$ cat src/rtl/gat_feat_reader_pkg.sv
// Shared types and defaults for the GAT feature readback path.
package gat_feat_reader_pkg;

  localparam int GAT_FEATURE_WIDTH = 32;
  localparam int GAT_FEATURE_DEPTH = 43328;

  typedef enum logic [1:0] {
    IDLE,
    READ,
    DRAIN,
    DONE
  } gat_state_t;

endpackage

$ cat src/rtl/gat_sync_fifo.sv
// Single-clock FIFO with combinational head output and occupancy count.
module gat_sync_fifo #(
  parameter int WIDTH = 32,
  parameter int DEPTH = 8,
  localparam int AW = $clog2(DEPTH)
) (
  input  logic             clk,
  input  logic             rst,
  input  logic             push,
  input  logic             pop,
  input  logic [WIDTH-1:0] din,
  output logic [WIDTH-1:0] dout,
  output logic             empty,
  output logic             full,
  output logic [AW:0]      count
);

  logic [WIDTH-1:0] mem [DEPTH];
  logic [AW-1:0]    wr_ptr;
  logic [AW-1:0]    rd_ptr;

  // Storage carries no reset; validity is tracked entirely by the pointers.
  always_ff @(posedge clk) begin
    if (push) mem[wr_ptr] <= din;
  end

  always_ff @(posedge clk or posedge rst) begin
    if (rst) begin
      wr_ptr <= '0;
      rd_ptr <= '0;
      count  <= '0;
    end else begin
      if (push) wr_ptr <= wr_ptr + AW'(1);
      if (pop)  rd_ptr <= rd_ptr + AW'(1);
      if (push && !pop)      count <= count + (AW+1)'(1);
      else if (!push && pop) count <= count - (AW+1)'(1);
    end
  end

  assign dout  = mem[rd_ptr];
  assign empty = (count == '0);
  assign full  = (count == (AW+1)'(DEPTH));

endmodule

$ cat src/rtl/gat_feat_reader.sv
// Streams the accelerator's feature BRAM out over AXI-Stream after gat_ready rises.
module gat_feat_reader
  import gat_feat_reader_pkg::*;
#(
  parameter int NEW_FEATURE_WIDTH  = GAT_FEATURE_WIDTH,
  parameter int NEW_FEATURE_DEPTH  = GAT_FEATURE_DEPTH,
  parameter int NEW_FEATURE_ADDR_W = $clog2(NEW_FEATURE_DEPTH),
  parameter int RD_LATENCY         = 2,
  parameter int FIFO_DEPTH         = 8
) (
  input  logic                          clk,
  input  logic                          rst,
  input  logic                          gat_ready,
  output logic                          feat_bram_enb,
  output logic [NEW_FEATURE_ADDR_W+1:0] feat_bram_addrb,
  input  logic [NEW_FEATURE_WIDTH-1:0]  feat_bram_dout,
  output logic [NEW_FEATURE_WIDTH-1:0]  m_tdata,
  output logic                          m_tvalid,
  input  logic                          m_tready,
  output logic                          m_tlast,
  output logic                          busy,
  output logic                          done
);

  localparam int IDX_W  = NEW_FEATURE_ADDR_W + 1;
  localparam int BA_W   = NEW_FEATURE_ADDR_W + 2;
  localparam int CW     = $clog2(FIFO_DEPTH) + 1;
  localparam logic [IDX_W-1:0] LAST_IDX  = IDX_W'(NEW_FEATURE_DEPTH - 1);
  localparam logic [IDX_W-1:0] TOTAL_IDX = IDX_W'(NEW_FEATURE_DEPTH);

  gat_state_t            state;
  logic                  gr_q;
  logic                  armed;
  logic [IDX_W-1:0]      index;
  logic [IDX_W-1:0]      out_cnt;
  logic                  last_sent;
  logic [CW-1:0]         inflight;
  logic [RD_LATENCY-1:0] vld_sr;

  logic                  fifo_empty;
  logic                  fifo_full;
  logic [CW-1:0]         fifo_count;
  logic [CW:0]           occupancy;
  logic                  start;
  logic                  issue;
  logic                  push;
  logic                  pop;

  // armed blocks a spurious start when gat_ready is already high at reset release.
  assign start     = (state == IDLE) && gat_ready && !gr_q && armed;
  assign occupancy = {1'b0, fifo_count} + {1'b0, inflight};
  assign issue     = (state == READ) && (index < TOTAL_IDX) && !fifo_full
                     && (occupancy < (CW+1)'(FIFO_DEPTH));
  assign push      = vld_sr[RD_LATENCY-1];
  assign pop       = m_tvalid && m_tready;

  assign m_tvalid  = !fifo_empty;
  assign m_tlast   = !fifo_empty && (out_cnt == LAST_IDX);

  gat_sync_fifo #(
    .WIDTH (NEW_FEATURE_WIDTH),
    .DEPTH (FIFO_DEPTH)
  ) u_fifo (
    .clk   (clk),
    .rst   (rst),
    .push  (push),
    .pop   (pop),
    .din   (feat_bram_dout),
    .dout  (m_tdata),
    .empty (fifo_empty),
    .full  (fifo_full),
    .count (fifo_count)
  );

  // Reads are registered, so the valid shift register starts from the enb register itself.
  always_ff @(posedge clk or posedge rst) begin
    if (rst) begin
      state           <= IDLE;
      gr_q            <= 1'b0;
      armed           <= 1'b0;
      index           <= '0;
      out_cnt         <= '0;
      last_sent       <= 1'b0;
      inflight        <= '0;
      vld_sr          <= '0;
      feat_bram_enb   <= 1'b0;
      feat_bram_addrb <= '0;
      busy            <= 1'b0;
      done            <= 1'b0;
    end else begin
      gr_q          <= gat_ready;
      if (!gat_ready) armed <= 1'b1;
      vld_sr        <= (vld_sr << 1) | RD_LATENCY'(feat_bram_enb);
      feat_bram_enb <= issue;
      done          <= 1'b0;

      if (issue) begin
        feat_bram_addrb <= BA_W'(index) << 2;
        index           <= index + IDX_W'(1);
      end

      if (issue && !push)      inflight <= inflight + CW'(1);
      else if (!issue && push) inflight <= inflight - CW'(1);

      if (pop) begin
        out_cnt <= out_cnt + IDX_W'(1);
        if (m_tlast) last_sent <= 1'b1;
      end

      unique case (state)
        IDLE: begin
          if (start) begin
            state     <= READ;
            busy      <= 1'b1;
            index     <= '0;
            out_cnt   <= '0;
            last_sent <= 1'b0;
          end
        end
        READ: begin
          if (issue && index == LAST_IDX) state <= DRAIN;
        end
        DRAIN: begin
          if (inflight == '0 && fifo_empty && last_sent) begin
            state <= DONE;
            busy  <= 1'b0;
            done  <= 1'b1;
          end
        end
        DONE: begin
          state <= IDLE;
        end
      endcase
    end
  end

endmodule

$ cat config.mk
export PLATFORM = sky130hd
export DESIGN_NAME = gat_feat_reader
export DESIGN_NICKNAME = d
export VERILOG_FILES = /design/src/rtl/gat_feat_reader_pkg.sv /design/src/rtl/gat_sync_fifo.sv /design/src/rtl/gat_feat_reader.sv
export SDC_FILE = /design/constraint.sdc
export NUM_CORES = 1
export LEC_CHECK = 0
export CAP_MARGIN = 25
export CORE_MARGIN = 2
export CORE_UTILIZATION = 30
export CTS_CLUSTER_SIZE = 8
export DETAILED_ROUTE_END_ITERATION = 8
export GPL_ROUTABILITY_DRIVEN = 0
export MAX_ROUTING_LAYER = met4
export PLACE_DENSITY_LB_ADDON = 0.2
export REMOVE_ABC_BUFFERS = 1
export SYNTH_ARGS = -nofsm -noshare
export SYNTH_HDL_FRONTEND = slang
export SYNTH_SLANG_ARGS = --single-unit
export TNS_END_PERCENT = 1
$ cat constraint.sdc
create_clock -name clk -period 8.1 [get_ports clk]
set_input_delay 1.62 -clock clk [delete_from_list [all_inputs] [get_ports clk]]
set_output_delay 1.62 -clock clk [all_outputs]
set_load 0.005 [all_outputs]
Yosys cells after proc, flatten, opt, wreduce, memory -nomap -nowiden

Memories as Yosys holds them, arrays and structs flattened.
Index checks and enable logic that the tools add are counted.
Widths: inputs -> output; s select.

Logic and storage cells: 91
Flip-flop bits (word level): 74
Memories: 1
RAM bits: 256
Input port bits: 36

Reduce and logical (&&, ||, !) cells: 29
Eq/ne operators: 9
$lt $le $gt $ge: 2
Bitwise logic cells: 1
Add/sub/neg operators: 9
Multiplexer cells: 25

Memories:

| name       | depth | width | read ports | clocked after memory_dff | wr ports | RTL line            | source |
|---|---|---|---|---|---|---|---|
| u_fifo.mem | 8     | 32    | 1          | 0                        | 1        | gat_sync_fifo.sv:18 | `logic [WIDTH-1:0] mem [DEPTH];` |

Operator list:

| operator              | number |
|---|---|
| $mux 17               | 6 |
| $add 17x1->17 const B | 2 |
| $eq 17x16->1 const B  | 2 |
| $lt 17x16->1 const B  | 1 |
| $mux 4                | 4 |
| $logic_and 1x1->1     | 15 |
| $mux 1                | 10 |
| $add 4x1->4 const B   | 2 |
| $logic_not 4->1       | 2 |
| $pmux 2 s4            | 1 |
| $sub 4x1->4 const B   | 2 |
| $add 3x1->3 const B   | 2 |
| $logic_not 1->1       | 6 |
| $mux 2                | 3 |
| $reduce_and 3->1      | 2 |
| $reduce_bool 2->1     | 3 |
| $add 4x4->5           | 1 |
| $lt 5x4->1 const B    | 1 |
| $eq 2x2->1 const B    | 2 |
| $eq 4x4->1 const B    | 1 |
| $ne 2x2->1 const B    | 2 |
| $eq 2x1->1 const B    | 1 |
| $logic_not 2->1       | 1 |
| $ne 2x1->1 const B    | 1 |
| other kinds (2)       | 2 |

Depth between registers and ports, before layout

Gate-level depths: netlist (run 1).

Word-level depth: 8
Depth in mapped cells: 15
Gate-level depth less buffers: 14

Modules after synthesis

A second synthesis (run 1) with hierarchy kept.

Cell total of the unflattened synthesis: 727
Area total of the unflattened synthesis: 13590.5 um2

Modules (own cells, without submodules):

| module          | times used | area each (um2) | sequential area each (um2) | cells each |
|---|---|---|---|---|
| gat_sync_fifo   | 1          | 10316.1         | 7937.6                     | 431 |
| gat_feat_reader | 1          | 3274.4          | 1601.5                     | 296 |

Worst setup path before layout (run 1)

Ideal clock, no wire load.

Path kind: flip-flop to output port
From: reg u_fifo.rd_ptr[0]
To: out m_tdata[0]
Slack: 4600 ps
Path buffers: 2
Cell stages (with the launch flop): 5
Arrival time: 1880 ps
Required time: 6480 ps
Path through: dfrtp_1 -> clkbuf_1 -> buf_2 -> mux4_2 -> mux2_2

Longest elaborated chain between the ends: 1

RTL lines:

| element                | RTL line              | source |
|---|---|---|
| from (decl)            | gat_sync_fifo.sv:20   | `logic [AW-1:0] rd_ptr;` |
| from (signal assigned) | gat_sync_fifo.sv:34   | `if (pop) rd_ptr <= rd_ptr + AW'(1);` |
| $mem_v2 8x32           | --                    |  |
| to (decl)              | gat_feat_reader.sv:17 | `output logic [NEW_FEATURE_WIDTH-1:0] m_tdata,` |

No other way between the ends.

Worst setup path in the final report (run 1)

From: reg u_fifo.rd_ptr[0]
To: out m_tdata[4]

Same word-level chain as after synthesis.

==> results of run 1 <==
## sequential cells by signal, indices dropped and copies added (netlist names)
name,cells
armed,1
busy,1
done,1
feat_bram_addrb,16
feat_bram_enb,1
gr_q,1
index,17
inflight,4
last_sent,1
out_cnt,17
state,2
u_fifo.count,4
u_fifo.mem,256
u_fifo.rd_ptr,3
u_fifo.wr_ptr,3
vld_sr,2
## area by class of cell
cell class | count | area, um^2
Fill cell | 4161 | 27700
Sequential cell | 330 | 9550
Multi-Input combinational cell | 341 | 3600
Clock buffer | 60 | 1230
Timing Repair Buffer | 105 | 1040
Tap cell | 592 | 741
Inverter | 17 | 65.1
Clock inverter | 4 | 52.6
Antenna cell | 1 | 2.50
## through the flow
stage	hold WS, ns	setup slack (ns)	cells
after floorplan	0.331	2.95	688
after global placement	0.337	3.45	1382
after detailed placement	0.340	3.43	1382
after CTS	0.352	2.81	1446
after global routing	0.356	2.68	1450
final	0.351	2.96	1450
## critical path: cells and delay by family (launching register included)
kind,cells,cell delay [ns]
buffers and inverters,2,1.23
flip-flops,1,0.80
multiplexers,2,0.86
## cell usage in the layout (no fill, tap or decap), drive strengths merged, types with 11 or more instances in the layout
master / count
nor2: 40
nand3: 11
buf: 17
nor4: 11
mux2: 50
nand2: 26
xnor2: 25
mux4: 64
dfrtp: 74
ha: 16
a21oi: 12
edfxtp: 256
clkdlybuf4s50: 88
inv: 19
clkbuf: 60
## final timing paths
check                                    to  slack [ns]
setup / recovery                 m_tdata[4]        2.96
hold / removal                    vld_sr[1]        0.35
setup reg to reg                inflight[3]        4.44
hold reg to reg                   vld_sr[1]        0.35
max in group asynchronous  u_fifo.rd_ptr[0]        6.15
min in group asynchronous       out_cnt[14]        1.37
## power by group through the flow
stage,Combinational [uW],Clock (uW),Sequential (uW)
global placement,1810,0,2410
CTS,1820,1830,2380
finish,1780,1760,2370
detailed placement,1810,0,2410
global route,1960,1890,2410
floorplan,1090,0,2400
## cell usage after synthesis, drive strengths merged, types with 3 or more instances
cell | number | area, um^2
a21o | 3 | 22.5
a21oi | 12 | 60.1
a31oi | 6 | 43.8
and3 | 6 | 37.5
and4 | 4 | 35.0
buf | 14 | 83.8
clkbuf | 17 | 63.8
dfrtp | 74 | 1850
edfxtp | 256 | 7690
ha | 16 | 200
inv | 17 | 63.8
mux2 | 50 | 563
mux2i | 3 | 30.0
mux4 | 64 | 1440
nand2 | 26 | 97.6
nand2b | 5 | 31.3
nand3 | 11 | 67.6
nand4 | 4 | 25.0
nor2 | 40 | 150
nor2b | 3 | 18.8
nor3 | 7 | 35.0
nor4 | 11 | 83.8
nor4b | 3 | 41.3
o21ai | 8 | 40.0
or3 | 6 | 42.5
xnor2 | 25 | 219
xor2 | 8 | 70.1
## kinds of logic (layout without fill, tap and decap cells)
kind of cell    count (synthesis)  count (layout)
flops                         330             330
xor+xnor                       33              33
mux                           117             117
buf+inv                        48             186
compound gates                 37              37
other cells                     1               3
simple gates                  134             134
fa+ha+maj                      18              18
## layer usage
layer / global-route usage (%) / part of all wire, % / vias up
met5: - / 0 / -
met1: 16.9 / 47 / 3438
li1: - / - / 3056
met4: 3.54 / 1.7 / 0
met2: 20.1 / 47 / 138
met3: 3.22 / 4.6 / 42
==> metrics.txt, run 1 <==
status=complete, no violations; Slew headroom=39.3%; overall power of the completed layout=5900 uW; pwr dens=363 nW/um^2; drc violations=0; TritonCTS clock tree=built; VDD IR max=0.157 mV; Die W=214 um; Hold Path Class=register to register; static leakage=0.00549 uW; H-tree level count=2; crit start category=register; Post-CTS Setup Inserts=0; RSZ-0062 raised after global routing=no; worst-margin pin slew=0.910 ns; die area=46,000 um^2; WL per Instance=19.4 um; clock sinks=330; Hold-fix buffers, CTS=0; register area share after synthesis=71.8%; Worst EP arrival=3.52 ns; initial antenna violation count=1; Initial DRC Count=280; # setup viols final=0; share of cells above drive strength 1=24.0%; Hold Crit Depth=0; CP Class=register to output port; Pre-antenna DRT Iters=4; ys async rst share=22.4%; antenna viol nets, final=0; insertion delay to the later sink of the worst-skew pair=0.57 ns; Yosys warnings=0; switching share of power=29.0%; clk slew on worst S/H paths=0.05 ns; clock tree buffer depth=3; final setup TNS=0 ns; CP startpoint=u_fifo.rd_ptr[0]; Synth Register Bits=330; maximum number of pins on one net before global-route repair=75; top_reg_cell synth=edfxtp_1; Combinational Power Share=30.1%; Starting Density=30.2%; area delta synth->final=22.5%; total core area=43,900 um^2; worst r2r path cells=13; Slew Limit Fails=0; Cells after Synth=718; Num CTS Buffers=47; Placed Area=14,900 um^2; number of global-route vias before repair=7,197; HP Start=vld_sr[0]; Fmax=195 MHz; Post-synth EDFFs=256; Max FO, Critical Path=38; Routed WL=28,200 um; post-synthesis cell type count=49; I/O pins=91; global-route wire length before repair=43,900 um; final design utilization=37.0%; xor/xnor share of the synthesized area=2.18%; FF-to-FF Start=inflight[3]; CTS Root Cell=clkbuf_16; largest family of logic cells by synthesized area=multiplexers; Final Skew=0.0116 ns; simple-gate share of the synthesized area=5.51%; Max-Cap Viols=0; Via density=4.60; WP data required=6.48 ns; Die H=214 um; crit end category=output port; Hold Fails Final Rpt=0; proportion of synthesized area in mux cells=15.3%; Clock power frac=29.7%; grt total ovfl=0; post-synthesis compound-gate area fraction=1.79%; hpwl dp=15,700 um; input/output buffers=88; Crit-path slowest cell=dfrtp_4; overall global routing resource usage=12.9%; sequential power share=40.1%; switching pwr=1710 uW; average size of a mapped cell=18.5 um^2; critical path, cell by cell=buf_4 -> mux4_2 -> mux2_2 -> clkdlybuf4s50_1; Post-Syn Area=13,300 um^2; cell area after layout=16,300 um^2; slowest stage delay, CP=0.80 ns; fin crit period=5.14 ns; vias after detailed routing=6,674; internal power=4190 uW; row cnt=77; Final nets=896; PostCTS Resize Cnt=0; fin crit share=63.4%; adder-cell area share of the yosys netlist=1.81%
(Power assumes the default switching activity.)
==> run 2, diff against run 1 <==
==> constraint.sdc (replaced) <==
create_clock -name clk -period 4.6 [get_ports clk]
set_input_delay 0.92 -clock clk [delete_from_list [all_inputs] [get_ports clk]]
set_output_delay 0.92 -clock clk [all_outputs]
set_load 0.005 [all_outputs]
==> metrics.txt, run 2 (same netlist as run 1, synthesis figures left out) <==
global-route wire length before repair=43,800 um (was 43,900 um); row cnt=77 (unchanged); vias after detailed routing=6,672 (was 6,674); Hold-fix buffers, CTS=0 (unchanged); DR top layer=met4 (unchanged); Final nets=897 (was 896); TritonCTS clock tree=built (unchanged); Placed Area=15,000 um^2 (was 14,900 um^2); share of cells above drive strength 1=24.2% (was 24.0%); H-tree level count=2 (unchanged); fin crit share=86.1%; VDD IR max=0.261 mV (was 0.157 mV); input/output buffers=88 (unchanged); top flop regs=u_fifo.mem x256, index x17, out_cnt x17 (unchanged); Hold Fails Final Rpt=0 (unchanged); crit start category=register (unchanged); CTS Root Cell=clkbuf_16 (unchanged); Max-Cap Viols=0 (unchanged); slowest stage delay, CP=0.89 ns (was 0.80 ns); Routed WL=27,900 um (was 28,200 um); clock sinks=330 (unchanged); maximum number of pins on one net before global-route repair=65 (was 75); max reg flops=256 (unchanged); CP Class=register to output port (unchanged); Worst EP arrival=3.04 ns (was 3.52 ns); grt total ovfl=0 (unchanged); number of global-route vias before repair=7,235 (was 7,197); Slew headroom=34.5% (was 39.3%); Num CTS Buffers=47 (unchanged); area delta synth->final=22.9% (was 22.5%); most frequent cells in the layout=edfxtp_1, clkdlybuf4s50_1, dfrtp_1 (unchanged); PostCTS Resize Cnt=0 (unchanged); static leakage=0.00552 uW (was 0.00549 uW); overall power of the completed layout=10,500 uW (was 5900 uW); final setup TNS=0 ns (unchanged); Final Skew=0.0143 ns (was 0.0116 ns); Via density=4.60 (about the same); Die W=214 um (unchanged); cell area after layout=16,300 um^2 (about the same); pwr dens=641 nW/um^2 (was 363 nW/um^2); routed wl met3=1140 um (was 1280 um); WP data required=3.68 ns (was 6.48 ns); clk slew on worst S/H paths=0.05 ns (about the same); met1 WL=12,900 um (was 13,100 um); I/O pins=91 (unchanged); Top reg by flops=u_fifo.mem (unchanged); met2 wire length=13,300 um (about the same); insertion delay to the later sink of the worst-skew pair=0.56 ns (was 0.57 ns); critical path, cell by cell=buf_12 -> mux4_2 -> mux2_2 -> clkdlybuf4s50_1 (was buf_4 -> mux4_2 -> mux2_2 -> clkdlybuf4s50_1); # setup viols final=0 (unchanged); antenna viol nets, final=0 (unchanged); Die H=214 um (unchanged); fin crit period=3.96 ns; commonest non-fill, non-tap cell in the layout=edfxtp_1 (unchanged); sequential standard cell area=9550 um^2 (unchanged); crit end category=output port (unchanged); die area=46,000 um^2 (unchanged); initial antenna violation count=1 (unchanged); clock tree buffer depth=3 (unchanged); area of the multi-input gates=3600 um^2 (unchanged); Fmax=252 MHz; Hold Path Class=register to register (unchanged); worst-margin pin slew=0.980 ns (was 0.910 ns); Slew Limit Fails=0 (unchanged); Crit-path slowest cell=dfrtp_4 (unchanged); total core area=43,900 um^2 (unchanged); Max FO, Critical Path=33 (was 38); filler cell count=4,129 (was 4,161); hpwl dp=16,000 um (was 15,700 um); final design utilization=37.2% (was 37.0%); drc violations=0 (unchanged); Pre-antenna DRT Iters=6 (was 4); Post-CTS Setup Inserts=0 (unchanged); overall global routing resource usage=12.9% (about the same); status=complete, no violations (unchanged); WL per Instance=19.3 um (was 19.4 um); Initial DRC Count=337 (was 280); Starting Density=30.2% (unchanged); RSZ-0062 raised after global routing=no (unchanged)
run 2: critical path: cells and delay by family, from the launching register on:
family / cells / cell delay (ns)
mux: 2 / 0.82
buf+inv: 2 / 0.74
flops: 1 / 0.89
run 2: report_power, final:
group / leakage [uW] / internal [uW] / switching (uW) / total, uW
Clock: 0.000640 / 1930 / 1200 / 3130
Combinational: 0.00172 / 1840 / 1350 / 3190
Sequential: 0.00316 / 3720 / 437 / 4160
run 2: cell type report:
| cell class | instances | share of cell area [%] |
|---|---|---|
| antenna | 1 | 0.0153 |
| clock buffer | 59 | 7.61 |
| clock inverter | 3 | 0.490 |
| inverter | 17 | 0.399 |
| multi-input combinational | 341 | 22.0 |
| sequential | 330 | 58.5 |
| tap | 592 | 4.54 |
| timing repair buffer | 106 | 6.45 |
run 2: worst paths after layout:
path / startpoint / to / slack [ns] / depth (start not counted)
worst min-delay path: vld_sr[0] / vld_sr[1] / 0.35 / 0
worst max-delay path: u_fifo.rd_ptr[0] / m_tdata[29] / 0.64 / 4
max in group asynchronous: rst / u_fifo.count[0] / 2.87 / 3
min in group asynchronous: rst / done / 0.70 / 2
worst min register to register: vld_sr[0] / vld_sr[1] / 0.35 / 0
worst max register to register: inflight[3] / inflight[3] / 1.39 / 13
run 2: per-stage QoR:
stage	hold WS [ns]	cells	worst slack (ns)
6_report	0.348	1449	0.638
5_1_grt	0.358	1449	0.449
4_1_cts	0.345	1448	0.538
3_5_place_dp	0.339	1386	1.16
3_3_place_gp	0.334	1386	1.17
2_1_floorplan	0.331	688	0.152
run 2: routing by layer:
metal | vias to the layer above | global-route usage (%)
met5 | - | -
met4 | 0 | 4.42
met3 | 44 | 2.68
met2 | 146 | 20.3
met1 | 3422 | 16.6
li1 | 3060 | -
==> run 3, diff against run 2 <==
--- a/config.mk
+++ b/config.mk
@@ -17,4 +17,4 @@
 export SYNTH_ARGS = -nofsm -noshare
 export SYNTH_HDL_FRONTEND = slang
 export SYNTH_SLANG_ARGS = --single-unit
-export TNS_END_PERCENT = 1
+export TNS_END_PERCENT = 20
==> results of run 3 <==
Final layout, timing and power as in run 2 (identical DEF).
